File: config.mk
export PLATFORM = sky130hd
export DESIGN_NAME = dbus_ctrl_flat
export DESIGN_NICKNAME = d
export VERILOG_FILES = /design/src/rtl/dbus_ctrl_if.sv /design/src/rtl/dbus_ctrl.sv /design/src/flat_wrapper.sv
export SDC_FILE = /design/constraint.sdc
export NUM_CORES = 1
export LEC_CHECK = 0
export ABC_AREA = 1
export ABC_CLOCK_PERIOD_IN_PS = 3100
export CORE_MARGIN = 1.5
export CORE_UTILIZATION = 35
export CTS_CLUSTER_DIAMETER = 50
export CTS_CLUSTER_SIZE = 12
export DETAILED_ROUTE_END_ITERATION = 10
export GPL_TIMING_DRIVEN = 1
export PLACE_DENSITY = 0.76
export SYNTH_ARGS = -nofsm -noshare
export SYNTH_HDL_FRONTEND = slang
export SYNTH_SLANG_ARGS = --single-unit
File: constraint.sdc
create_clock -name clk -period 3.1 [get_ports clk]
set_input_delay 0.465 -clock clk [delete_from_list [all_inputs] [get_ports clk]]
set_output_delay 0.465 -clock clk [all_outputs]
set_load 0.05 [all_outputs]
File: src/rtl/dbus_ctrl_if.sv
// rtl/dbus_ctrl_if.sv - data-bus req/gnt/rvalid channel between dbus_ctrl and its slave
interface dbus_ctrl_if;
    logic        dbus_req_o;
    logic        dbus_we_o;
    logic [31:0] dbus_addr_o;
    logic [3:0]  dbus_sel_o;
    logic [31:0] dbus_wdata_o;
    logic        dbus_gnt_i;
    logic        dbus_rvalid_i;
    logic [31:0] dbus_rdata_i;

    modport master (
        output dbus_req_o, dbus_we_o, dbus_addr_o, dbus_sel_o, dbus_wdata_o,
        input  dbus_gnt_i, dbus_rvalid_i, dbus_rdata_i
    );

    modport slave (
        input  dbus_req_o, dbus_we_o, dbus_addr_o, dbus_sel_o, dbus_wdata_o,
        output dbus_gnt_i, dbus_rvalid_i, dbus_rdata_i
    );
endinterface

File: src/rtl/dbus_ctrl.sv
// rtl/dbus_ctrl.sv - MEM-stage data-bus master: single-cycle access to req/gnt/rvalid with stall and timeout
module dbus_ctrl #(
    parameter int unsigned TIMEOUT = 255
) (
    input  logic            clk,
    input  logic            rst,
    input  logic            mem_ce_i,
    input  logic            mem_we_i,
    input  logic [31:0]     mem_addr_i,
    input  logic [3:0]      mem_sel_i,
    input  logic [31:0]     mem_data_i,
    output logic [31:0]     mem_data_o,
    input  logic            stall_i,
    output logic            stallreq_o,
    output logic            err_o,
    dbus_ctrl_if.master     dbus
);

    typedef enum logic [1:0] {IDLE, REQ, WAIT, DONE} state_t;

    state_t     state, state_nxt;
    logic [7:0] cnt;
    logic       timeout_hit;
    logic       abort;
    logic       rd_capture;

    // >= rather than == so a grant on the last REQ cycle still times out in WAIT
    assign timeout_hit = (cnt >= 8'(TIMEOUT - 1));

    assign abort = ((state == REQ)  && !dbus.dbus_gnt_i    && timeout_hit) ||
                   ((state == WAIT) && !dbus.dbus_rvalid_i && timeout_hit);

    assign rd_capture = ((state == REQ) && dbus.dbus_gnt_i && !dbus.dbus_we_o && dbus.dbus_rvalid_i) ||
                        ((state == WAIT) && dbus.dbus_rvalid_i);

    assign stallreq_o = rst && ((state == REQ) || (state == WAIT) || ((state == IDLE) && mem_ce_i));

    always_ff @(posedge clk) begin
        if (!rst) state <= IDLE;
        else      state <= state_nxt;
    end

    always_comb begin
        state_nxt = state;
        case (state)
            IDLE: if (mem_ce_i) state_nxt = REQ;
            REQ: begin
                if (dbus.dbus_gnt_i) begin
                    if (dbus.dbus_we_o || dbus.dbus_rvalid_i) state_nxt = DONE;
                    else                                      state_nxt = WAIT;
                end else if (timeout_hit) begin
                    state_nxt = DONE;
                end
            end
            WAIT: if (dbus.dbus_rvalid_i || timeout_hit) state_nxt = DONE;
            DONE: if (!stall_i) state_nxt = IDLE;
            default: state_nxt = IDLE;
        endcase
    end

    always_ff @(posedge clk) begin
        if (!rst) begin
            dbus.dbus_req_o   <= 1'b0;
            dbus.dbus_we_o    <= 1'b0;
            dbus.dbus_addr_o  <= 32'h0;
            dbus.dbus_sel_o   <= 4'h0;
            dbus.dbus_wdata_o <= 32'h0;
            mem_data_o        <= 32'h0;
            err_o             <= 1'b0;
            cnt               <= 8'h0;
        end else begin
            err_o <= abort;
            if ((state == IDLE) && mem_ce_i) begin
                dbus.dbus_req_o   <= 1'b1;
                dbus.dbus_we_o    <= mem_we_i;
                dbus.dbus_addr_o  <= {mem_addr_i[31:2], 2'b00};
                dbus.dbus_sel_o   <= mem_sel_i;
                dbus.dbus_wdata_o <= mem_data_i;
                cnt               <= 8'h0;
            end
            if ((state == REQ) || (state == WAIT)) cnt <= cnt + 8'd1;
            if ((state == REQ) && (dbus.dbus_gnt_i || abort)) dbus.dbus_req_o <= 1'b0;
            if (rd_capture)  mem_data_o <= dbus.dbus_rdata_i;
            else if (abort)  mem_data_o <= 32'h0;
        end
    end

endmodule
File: src/flat_wrapper.sv
// flat-port wrapper written by rule: the top's interface ports become plain ports
module dbus_ctrl_flat 
#(
    parameter int unsigned TIMEOUT = 255
)
  (clk, rst, mem_ce_i, mem_we_i, mem_addr_i, mem_sel_i, mem_data_i, mem_data_o, stall_i, stallreq_o, err_o, dbus_dbus_req_o, dbus_dbus_we_o, dbus_dbus_addr_o, dbus_dbus_sel_o, dbus_dbus_wdata_o, dbus_dbus_gnt_i, dbus_dbus_rvalid_i, dbus_dbus_rdata_i);
  dbus_ctrl_if dbus_i ();
  input  logic clk;
  input  logic rst;
  input  logic mem_ce_i;
  input  logic mem_we_i;
  input  logic [31:0] mem_addr_i;
  input  logic [3:0] mem_sel_i;
  input  logic [31:0] mem_data_i;
  output logic [31:0] mem_data_o;
  input  logic stall_i;
  output logic stallreq_o;
  output logic err_o;
  output wire logic [$bits(dbus_i.dbus_req_o)-1:0] dbus_dbus_req_o;
  output wire logic [$bits(dbus_i.dbus_we_o)-1:0] dbus_dbus_we_o;
  output wire logic [$bits(dbus_i.dbus_addr_o)-1:0] dbus_dbus_addr_o;
  output wire logic [$bits(dbus_i.dbus_sel_o)-1:0] dbus_dbus_sel_o;
  output wire logic [$bits(dbus_i.dbus_wdata_o)-1:0] dbus_dbus_wdata_o;
  input wire logic [$bits(dbus_i.dbus_gnt_i)-1:0] dbus_dbus_gnt_i;
  input wire logic [$bits(dbus_i.dbus_rvalid_i)-1:0] dbus_dbus_rvalid_i;
  input wire logic [$bits(dbus_i.dbus_rdata_i)-1:0] dbus_dbus_rdata_i;
  assign dbus_dbus_req_o = dbus_i.dbus_req_o;
  assign dbus_dbus_we_o = dbus_i.dbus_we_o;
  assign dbus_dbus_addr_o = dbus_i.dbus_addr_o;
  assign dbus_dbus_sel_o = dbus_i.dbus_sel_o;
  assign dbus_dbus_wdata_o = dbus_i.dbus_wdata_o;
  assign dbus_i.dbus_gnt_i = dbus_dbus_gnt_i;
  assign dbus_i.dbus_rvalid_i = dbus_dbus_rvalid_i;
  assign dbus_i.dbus_rdata_i = dbus_dbus_rdata_i;
  dbus_ctrl #(.TIMEOUT(TIMEOUT)) u_core (.clk(clk), .rst(rst), .mem_ce_i(mem_ce_i), .mem_we_i(mem_we_i), .mem_addr_i(mem_addr_i), .mem_sel_i(mem_sel_i), .mem_data_i(mem_data_i), .mem_data_o(mem_data_o), .stall_i(stall_i), .stallreq_o(stallreq_o), .err_o(err_o), .dbus(dbus_i));
endmodule
==> impl_metrics.tcl <==
set metrics [dict create \
    place_area_um2 6620 \
    grt_pass1_vias 3928 \
    relSlewSlack_pct 59.8 \
    cts_resized 0 \
    syn_area_per_cell_um2 8.33 \
    drc 0 \
    drt-vias-per-instance 4.66 \
    final_area_um2 6940 \
    finalSetupTns_ns 0 \
    die_h_um 117 \
    dp_hpwl_um 8830 \
    core_area_um2 12600 \
    vdd_ir_drop_max_mv 0.347 \
    hold_buffers 0 \
    gp_congestion 0.793 \
    clockBufferDepth 2 \
    synthToLayoutAreaGrowth_pct 53.4 \
    status "finished, final reports clean" \
    top_usage_layer "met2" \
    crit_path_end_kind "output port" \
    critical_path_class "register to output port" \
    layout_common_cells "clkdlybuf4s50_1 (204), nor2_1 (142), dfxtp_1 (111)" \
    leakagePower_nw 2.53 \
    cts_setup_buffers 0 \
    final_common_cell "clkdlybuf4s50_1" \
    track_usage_pct 17.6 \
    cts_root_buf "clkbuf_16" \
    synth.area.top_cells "dfxtp_1 (49%), nor2_1 (12%), o21ai_0 (7.7%), nand3_2 (6.4%), a21oi_2 (6.0%)" \
    power_switching_mw 2.70 \
    gr-usage-met2_pct 31.3 \
    gr-usage-met3_pct 4.31 \
    hold_start "u_core.mem_data_o[19]" \
    port_buffers 206 \
    gr-usage-met1_pct 20.0 \
    startpoint "u_core.state[0]" \
    synth_edf_count 0 \
    grt_max_degree 73 \
    post-synth-top-area-fraction_pct 49.1 \
    tightest_slew_ns 0.603 \
    regToRegStartpoint "u_core.state[0]" \
    slew_viol_final 0 \
    cts_tree "yes" \
    cap_violations 0 \
    synth-seq-area-share_pct 49.1 \
    skew_ns 0.00995 \
    p_per_area_nw_per_um2 877 \
    firstDrtPassIters 5 \
    comb_power_share_pct 48.1 \
    ys.flop_type "dfxtp_1" \
    max_freq_mhz 410 \
    rsz0062_at_grt "false" \
    clock_latency_ns 0.35 \
    period_needed_ns 2.44 \
    synth.distinct_cells 30 \
    start_kind "register" \
    switching_share_pct 44.3 \
    syn_inst 543 \
    yosys.area.top_type "dfxtp_1" \
    async_reset_ff_share_pct 0 \
    grt_pass1_wl_um 18900 \
    numCtsBuffers 9 \
    die_w_um 117 \
    finalSetupViolCount 0 \
    hold_viol_final 0 \
    clk_pin_slew_ns 0.08 \
    wl_um 12400 \
    grt-ovfl-total 0 \
    synth_seq_cells 111 \
    drive_gt1_share_pct 13.1 \
    required_ns 2.63 \
    syn-cell-area_um2 4520 \
    seq_power_share_pct 31.9 \
    cp_data_arrival_time_ns 1.97 \
    dieArea_um2 13600 \
    crit_fanout 8 \
    placementRows 41 \
    ant_nets 0 \
    min_path_type "register to register" \
    initial_core_util_pct 35.8 \
    vias 4217 \
    clockPowerShare_pct 20.0 \
    antenna_found_initial 0 \
    antenna_cells 0 \
    htree_levels 3 \
    finalCritPeriodShare_pct 78.6 \
    nets 842 \
    wl_per_cell_um 13.7 \
    drt_iter0_markers 306 \
    p_int_mw 3.39 \
    ys.warnings.count 0 \
    cts.sinks 111 \
    io_pins 211 \
]
## metal layers
layer  up-vias  wire length [um]
li1       2126                 -
met1      1937              5020
met2       128              6260
met3        26               716
met4         0               383
met5         -                 0
## Yosys cell counts (2+ instances only)
| library cell | number |
|---|---|
| ha_1 | 7 |
| dfxtp_1 | 111 |
| nor2_4 | 2 |
| nand4_1 | 2 |
| nor2_1 | 142 |
| buf_4 | 10 |
| a21oi_2 | 31 |
| a21oi_1 | 12 |
| buf_2 | 7 |
| nand2_2 | 4 |
| nand2_1 | 52 |
| o21ai_0 | 70 |
| o21a_1 | 2 |
| buf_6 | 6 |
| clkbuf_1 | 14 |
| nand3_2 | 29 |
| inv_1 | 19 |
| nand3_1 | 11 |
## critical path, stage by stage (launching register included)
cell and delay, ns:
dfxtp_1 0.42, inv_1 0.13, ha_1 0.45, inv_1 0.14, a21oi_1 0.30, buf_12 0.18
## logic make-up after synthesis
kind of cell	Yosys count	share of synthesized area (%)
and+or+nand+nor	246	25.8
AOI/OAI and AO/OA	119	16.0
DFF	111	49.1
buffers and inverters	59	6.97
adders and majority gates	7	1.94
other	1	0.0829
## stage by stage
| step | hold slack (ns) | power [mW] | setup slack [ns] | utilization, % | instances |
|---|---|---|---|---|---|
| final | 0.473 | 6.09 | 0.663 | 55.0 | 905 |
| after global routing | 0.492 | 6.40 | 0.519 | 55.0 | 905 |
| after CTS | 0.477 | 6.14 | 0.658 | 55.0 | 905 |
| after detailed placement | 0.465 | 4.92 | 0.865 | 52.5 | 889 |
| after global placement | 0.462 | 4.83 | 0.884 | 52.5 | 889 |
| after floorplan | 0.480 | 3.98 | 0.831 | - | 544 |
## state kept, by name, summed over array words and instances (netlist names)
| name | cells |
|---|---|
| u_core.dbus.dbus_wdata_o | 32 |
| u_core.mem_data_o | 32 |
| u_core.dbus.dbus_addr_o | 30 |
| u_core.cnt | 8 |
| u_core.dbus.dbus_sel_o | 4 |
| u_core.state | 2 |
| u_core.dbus.dbus_req_o | 1 |
| u_core.dbus.dbus_we_o | 1 |
| u_core.err_o | 1 |
## power groups by stage
| stage | Clock (mW) | Sequential, mW | Combinational, mW |
|---|---|---|---|
| 6_report | 1.21 | 1.94 | 2.93 |
| 5_1_grt | 1.30 | 1.98 | 3.11 |
| 4_1_cts | 1.24 | 1.94 | 2.95 |
| 3_5_place_dp | 0 | 1.98 | 2.94 |
| 3_3_place_gp | 0 | 1.95 | 2.88 |
| 2_1_floorplan | 0 | 3.02 | 0.958 |
## final cells by class
type | instances | area (um^2)
Clock buffer | 10 | 239
Inverter | 21 | 80.1
Clock inverter | 6 | 73.8
Sequential cell | 111 | 2220
Timing Repair Buffer | 211 | 2120
Tap cell | 172 | 215
Fill cell | 1179 | 5680
Multi-Input combinational cell | 374 | 1990
## path summary, 6_finish.rpt
check        depth (start not counted)                      endpoint  slack (ns)
min reg2reg                          2         u_core.mem_data_o[19]        0.47
max reg2reg                          7  u_core.dbus.dbus_wdata_o[30]        1.16
max                                  5                    stallreq_o        0.66
min                                  2         u_core.mem_data_o[19]        0.47
(Power assumes the default switching activity.)
